File: config.mk
export PLATFORM = sky130hd
export DESIGN_NAME = orb_packer_n
export DESIGN_NICKNAME = d
export VERILOG_FILES = /design/src/rtl/orb_packer_n.sv
export SDC_FILE = /design/constraint.sdc
export NUM_CORES = 1
export LEC_CHECK = 0
export BUFFER_PORTS_ARGS = -buffer_cell sky130_fd_sc_hd__buf_4
export CORE_MARGIN = 1
export CORE_UTILIZATION = 24
export DETAILED_ROUTE_END_ITERATION = 10
export PLACE_DENSITY = 0.43
export SETUP_SLACK_MARGIN = 0.3
export SLEW_MARGIN = 5
export SYNTH_ARGS = -nofsm -noshare
export SYNTH_HDL_FRONTEND = slang
export SYNTH_SLANG_ARGS = --single-unit
File: constraint.sdc
create_clock -name clk -period 2.85 [get_ports clk]
set_clock_uncertainty 0.1 [all_clocks]
set_input_delay 0.57 -clock clk [delete_from_list [all_inputs] [get_ports clk]]
set_output_delay 0.57 -clock clk [all_outputs]
set_load 0.02 [all_outputs]
File: src/rtl/orb_packer_n.sv
// Multi-channel orbital-frame packer: strobed byte streams are formatted into telemetry
// words and written, channel-interleaved, into a shared frame RAM through one write port.
module orb_packer_n #(
    parameter int CH       = 2,
    parameter int DW       = 8,
    parameter int AW       = 11,
    parameter int GRP_LOG2 = 5,
    parameter int WPF      = 16,
    parameter int SKIP     = 2,
    parameter int WE_DLY   = 28
) (
    input  logic             clk,
    input  logic             rst,
    input  logic [CH*DW-1:0] iData,
    input  logic [CH-1:0]    strob,
    input  logic             SW,
    output logic [DW+3:0]    orbWord,
    output logic             WE,
    output logic [AW-1:0]    WrAddr,
    output logic             test,
    output logic [CH-1:0]    ovf
);
    localparam int WCW = (WPF + SKIP > 1) ? $clog2(WPF + SKIP) : 1;
    localparam int DCW = $clog2(WE_DLY + 1);
    localparam int PW  = (CH > 1) ? $clog2(CH) : 1;

    logic [CH-1:0]  strob_s1_q, strob_s2_q, strob_prev_q;
    logic           sw_s1_q, sw_s2_q, sw_prev_q;

    logic [WCW-1:0] w_q    [CH];
    logic [WCW-1:0] w_d    [CH];
    logic [AW-1:0]  g_q    [CH];
    logic [AW-1:0]  g_d    [CH];
    logic [DW-1:0]  data_q [CH];
    logic [DW-1:0]  data_d [CH];
    logic [AW-1:0]  addr_q [CH];
    logic [AW-1:0]  addr_d [CH];
    logic [DCW-1:0] dly_q  [CH];
    logic [DCW-1:0] dly_d  [CH];
    logic [CH-1:0]  pend_q, pend_d;
    logic [CH-1:0]  ovf_q, ovf_d;
    logic [PW-1:0]  rr_ptr_q, rr_ptr_d;
    logic [DW+3:0]  word_hold_q, word_hold_d;
    logic [AW-1:0]  addr_hold_q, addr_hold_d;

    logic [CH-1:0]  cap;
    logic [CH-1:0]  ready;
    logic           sw_chg;
    logic           gnt_vld;
    logic [PW-1:0]  gnt_idx;
    logic [DW+3:0]  gnt_word;
    logic [31:0]    addr_full;
    int             idx;

    assign sw_chg = sw_s2_q ^ sw_prev_q;

    for (genvar gi = 0; gi < CH; gi++) begin : g_chan
        assign cap[gi]   = strob_s2_q[gi] & ~strob_prev_q[gi];
        assign ready[gi] = pend_q[gi] && (dly_q[gi] >= DCW'(WE_DLY - 1));
    end

    // Round-robin: scan from rr_ptr_q upwards, wrapping at CH.
    always_comb begin
        gnt_vld = 1'b0;
        gnt_idx = '0;
        idx     = 0;
        for (int i = 0; i < CH; i++) begin
            idx = int'(rr_ptr_q) + i;
            if (idx >= CH) idx = idx - CH;
            if (!gnt_vld && ready[idx]) begin
                gnt_vld = 1'b1;
                gnt_idx = PW'(idx);
            end
        end
    end

    // The write port is presented in the grant cycle itself so that an uncontended word
    // leaves exactly WE_DLY cycles after its capture; the hold registers keep the last value.
    assign WE       = gnt_vld & ~sw_chg;
    assign gnt_word = {1'b0, data_q[gnt_idx], 3'b000};
    assign orbWord  = WE ? gnt_word : word_hold_q;
    assign WrAddr   = WE ? addr_q[gnt_idx] : addr_hold_q;
    assign test     = sw_chg;
    assign ovf      = ovf_q;

    always_comb begin
        w_d         = w_q;
        g_d         = g_q;
        data_d      = data_q;
        addr_d      = addr_q;
        dly_d       = dly_q;
        pend_d      = pend_q;
        ovf_d       = ovf_q;
        rr_ptr_d    = rr_ptr_q;
        word_hold_d = word_hold_q;
        addr_hold_d = addr_hold_q;
        addr_full   = '0;
        if (WE) begin
            rr_ptr_d    = (int'(gnt_idx) == CH - 1) ? '0 : gnt_idx + 1'b1;
            word_hold_d = gnt_word;
            addr_hold_d = addr_q[gnt_idx];
        end
        for (int c = 0; c < CH; c++) begin
            if (pend_q[c] && (dly_q[c] < DCW'(WE_DLY - 1)))
                dly_d[c] = dly_q[c] + 1'b1;
            if (WE && (gnt_idx == PW'(c)))
                pend_d[c] = 1'b0;
            if (cap[c]) begin
                if (32'(w_q[c]) < WPF) begin
                    if (!pend_q[c]) begin
                        addr_full = (32'(g_q[c]) << GRP_LOG2) + 32'(c) + 32'(CH) * 32'(w_q[c]);
                        data_d[c] = iData[c*DW +: DW];
                        addr_d[c] = addr_full[AW-1:0];
                        pend_d[c] = 1'b1;
                        dly_d[c]  = '0;
                    end else begin
                        ovf_d[c] = 1'b1;
                    end
                end
                if (32'(w_q[c]) == WPF + SKIP - 1) begin
                    w_d[c] = '0;
                    g_d[c] = g_q[c] + 1'b1;
                end else begin
                    w_d[c] = w_q[c] + 1'b1;
                end
            end
        end
        // A frame switch overrides everything, including same-cycle captures.
        if (sw_chg) begin
            for (int c = 0; c < CH; c++) begin
                w_d[c]   = '0;
                g_d[c]   = '0;
                dly_d[c] = '0;
            end
            pend_d   = '0;
            ovf_d    = '0;
            rr_ptr_d = '0;
        end
    end

    always_ff @(posedge clk or negedge rst) begin
        if (!rst) begin
            strob_s1_q   <= '0;
            strob_s2_q   <= '0;
            strob_prev_q <= '0;
            sw_s1_q      <= 1'b0;
            sw_s2_q      <= 1'b0;
            sw_prev_q    <= 1'b0;
            for (int c = 0; c < CH; c++) begin
                w_q[c]    <= '0;
                g_q[c]    <= '0;
                data_q[c] <= '0;
                addr_q[c] <= '0;
                dly_q[c]  <= '0;
            end
            pend_q      <= '0;
            ovf_q       <= '0;
            rr_ptr_q    <= '0;
            word_hold_q <= '0;
            addr_hold_q <= '0;
        end else begin
            strob_s1_q   <= strob;
            strob_s2_q   <= strob_s1_q;
            strob_prev_q <= strob_s2_q;
            sw_s1_q      <= SW;
            sw_s2_q      <= sw_s1_q;
            sw_prev_q    <= sw_s2_q;
            w_q          <= w_d;
            g_q          <= g_d;
            data_q       <= data_d;
            addr_q       <= addr_d;
            dly_q        <= dly_d;
            pend_q       <= pend_d;
            ovf_q        <= ovf_d;
            rr_ptr_q     <= rr_ptr_d;
            word_hold_q  <= word_hold_d;
            addr_hold_q  <= addr_hold_d;
        end
    end
endmodule

==> impl_metrics.toml <==
[place]
io_buffers = 47
dp.cells = 697
gp_congestion = 0.7515
pre_cts_slack_ns = 0.03071
dp.final_hpwl_mm = 7.392

[timing]
max-slew-margin-rel = 0.5403
final.setup.tns_ns = -0.7650
fin_crit_sh = 1.024
rsz0062_at_grt = "true"
fin_ws_ns = -0.06832
fmax_mhz = 342.7
fin_crit_ns = 2.918
whs_ns = 0.1412
worstMarginPinSlew_ns = 0.6896
drv_slew = 0
final_hold_viol_count = 0
setup_viol = 18

[synthesis]
synth_enable_flop_cells = 0
netlist_instances = 395
synth-seq-area-share = 0.5685
synth.avg_cell_area_um2 = 11.81
syn_area_mm2 = 0.004666
synth_ff_type = "dfrtp_1"
yosys_warnings = 0
synthArstFlopShare = 1.000
postSynthRegisterBits = 106
ys_types = 45
synthesis.nets = 428

[clocking]
cts_buffers = 9
cts_tree = "built"
h-tree-depth = 3
cts_root_buffer = "clkbuf_16"
postCtsHoldBufs = 0
clkTransAtPathRegs_ns = 0.07
clock_latency_ns = 0.36
clockBufferDepth = 2
numClockSinks = 106

[critical_path]
max_stage_delay_ns = 0.44
crit_type = "reg2out"
crit_fanout = 6
critPathSlowestCell = "or3b_4"
start_kind = "flip-flop"
critPathRequiredTime_ns = 2.18
end_kind = "output port"
arrival_ns = 2.25
cp_cell_sequence = "buf_4 -> a211oi_4 -> or3b_4 -> a21o_4 -> a221o_1 -> buf_6"

[global_route]
grt_pass1_wl_mm = 18.16
grt_remaining_overflow = 0
grt_pass1_vias = 3287
antenna_found_initial = 0
grt_max_degree = 50
grt_usage = 0.1195

[routing]
vias = 3271
routed_via_density = 4.499
wl_met2_mm = 5.388
top_layer = "met4"
drc = 0
drt-met1-wl_mm = 5.278
detail_route.wl_per_cell_um = 15.32
drtAntennaViolNets = 0
wl_met3_um = 335
dr.pass1.iters = 4
wirelength_mm = 11.14
drt_iter0_markers = 161

[finish]
layout_common_cells = "dfrtp_1, buf_4, mux2_2"
layout-drive-gt1-share = 0.2998
nFillCells = 1957
antennaDiodeCount = 0
final_cells = 727
final_common_cell = "dfrtp_1"
fin_nets = 495
syn_to_final_growth_pct = 26.71
final_util = 0.3129

[floorplan]
die_height_um = 141.4
dieArea_mm2 = 0.02000
start_util = 0.2470
die_w_um = 141.4
io_pins = 48
rows = 50
core-area_mm2 = 0.01889

[pwr]
ir_drop_mv = 0.2699
p_leak_nw = 2.714
power.density_mw_per_mm2 = 558.9

[flow_run]
cap_violations = 0

[run_status]
status = "finished with violations"
violations = "negative setup slack"

[hold_path]
hold_class = "in2async"
[area by class of cell]
| type | instances | area, um^2 | share of cell area |
|---|---|---|---|
| sequential | 106 | 2653 | 0.4487 |
| multi-input combinational | 266 | 1959 | 0.3314 |
| timing repair buffer | 71 | 655.6 | 0.1109 |
| tap | 260 | 325.3 | 0.05503 |
| clock buffer | 10 | 239.0 | 0.04042 |
| clock inverter | 6 | 47.55 | 0.008042 |
| inverter | 8 | 32.53 | 0.005503 |
[cell families (layout without fill, tap and decap cells)]
kind of cell	count (synthesis)	in the layout	synth area share
flip-flops	106	106	0.5685
AO/OA/AOI/OAI	80	82	0.1191
adder cells (fa/ha/maj)	12	12	0.03218
AND/OR/NAND/NOR	128	128	0.1526
buffers and inverters	25	95	0.02735
XOR/XNOR	13	13	0.02601
multiplexers	31	31	0.07428
[power breakdown]
group	switching [mW]	total (mW)	internal, mW
clock network	0.591	1.22	0.629
logic	0.172	0.335	0.162
registers	0.115	1.75	1.63
[worst paths after layout]
| check | start | endpoint | slack (ns) | cells past startpoint |
|---|---|---|---|---|
| min | rst | data_q[3] | 0.14 | 1 |
| max in group asynchronous | rst | addr_q[9] | 1.71 | 2 |
| min in group clk | strob[0] | strob_s1_q[0] | 0.22 | 1 |
| max reg2reg | dly_q[1] | addr_hold_q[10] | 0.74 | 6 |
| min reg2reg | strob_s1_q[0] | strob_s2_q[0] | 0.25 | 0 |
| max | dly_q[1] | WrAddr[10] | -0.07 | 6 |
[synth_stat cells, drive strengths merged (4+ instances only)]
master,instances,share of area
a21oi,24,0.026
a221o,18,0.039
a41oi,4,0.0075
and2,6,0.0080
and3,20,0.027
buf,8,0.013
clkbuf,9,0.0072
dfrtp,106,0.57
ha,12,0.032
inv,8,0.0070
mux2,29,0.070
nand2,24,0.019
nand2b,4,0.0054
nand3,8,0.0086
nand4,4,0.0054
nor2,28,0.023
nor3,12,0.017
o21ai,19,0.020
or3,11,0.015
xnor2,6,0.013
xor2,7,0.013
[state kept, by name, summed over array words and instances (netlist names), 10 cells and up]
| register | cells |
|---|---|
| dly_q | 10 |
| word_hold_q | 12 |
| data_q | 16 |
| g_q | 12 |
| addr_q | 21 |
| w_q | 10 |
| addr_hold_q | 11 |
[metal layers]
layer | global-route usage | vias to the layer above
met1 | 0.1572 | 1627
met5 | 0 | -
met3 | 0.02936 | 7
met4 | 0.03905 | 0
li1 | - | 1584
met2 | 0.1923 | 53
[through the flow]
| step | power, mW | area (um^2) |
|---|---|---|
| 2_1_floorplan | 1.945 | 4666 |
| 3_3_place_gp | 2.102 | 5351 |
| 3_5_place_dp | 2.107 | 5351 |
| 4_1_cts | 3.369 | 5866 |
| 5_1_grt | 3.484 | 5912 |
| 6_report | 3.304 | 5912 |
[worst max-delay path, delay by kind of cell, from the launching register on]
kind            cells  cell delay [ns]
compound gates      3             0.74
simple gates        1             0.44
flops               1             0.40
buf+inv             2             0.31
[repair_timing]
item / CTS / global route
buffers inserted: 10 / 2
endpoints found under the setup margin: 24 / 24
gates cloned: 2 / 0
pin swaps: 23 / 0
endpoints found under the hold margin: 0 / 0
gates resized for setup: 30 / 9
Note: power is estimated with default switching activity, not from simulation.
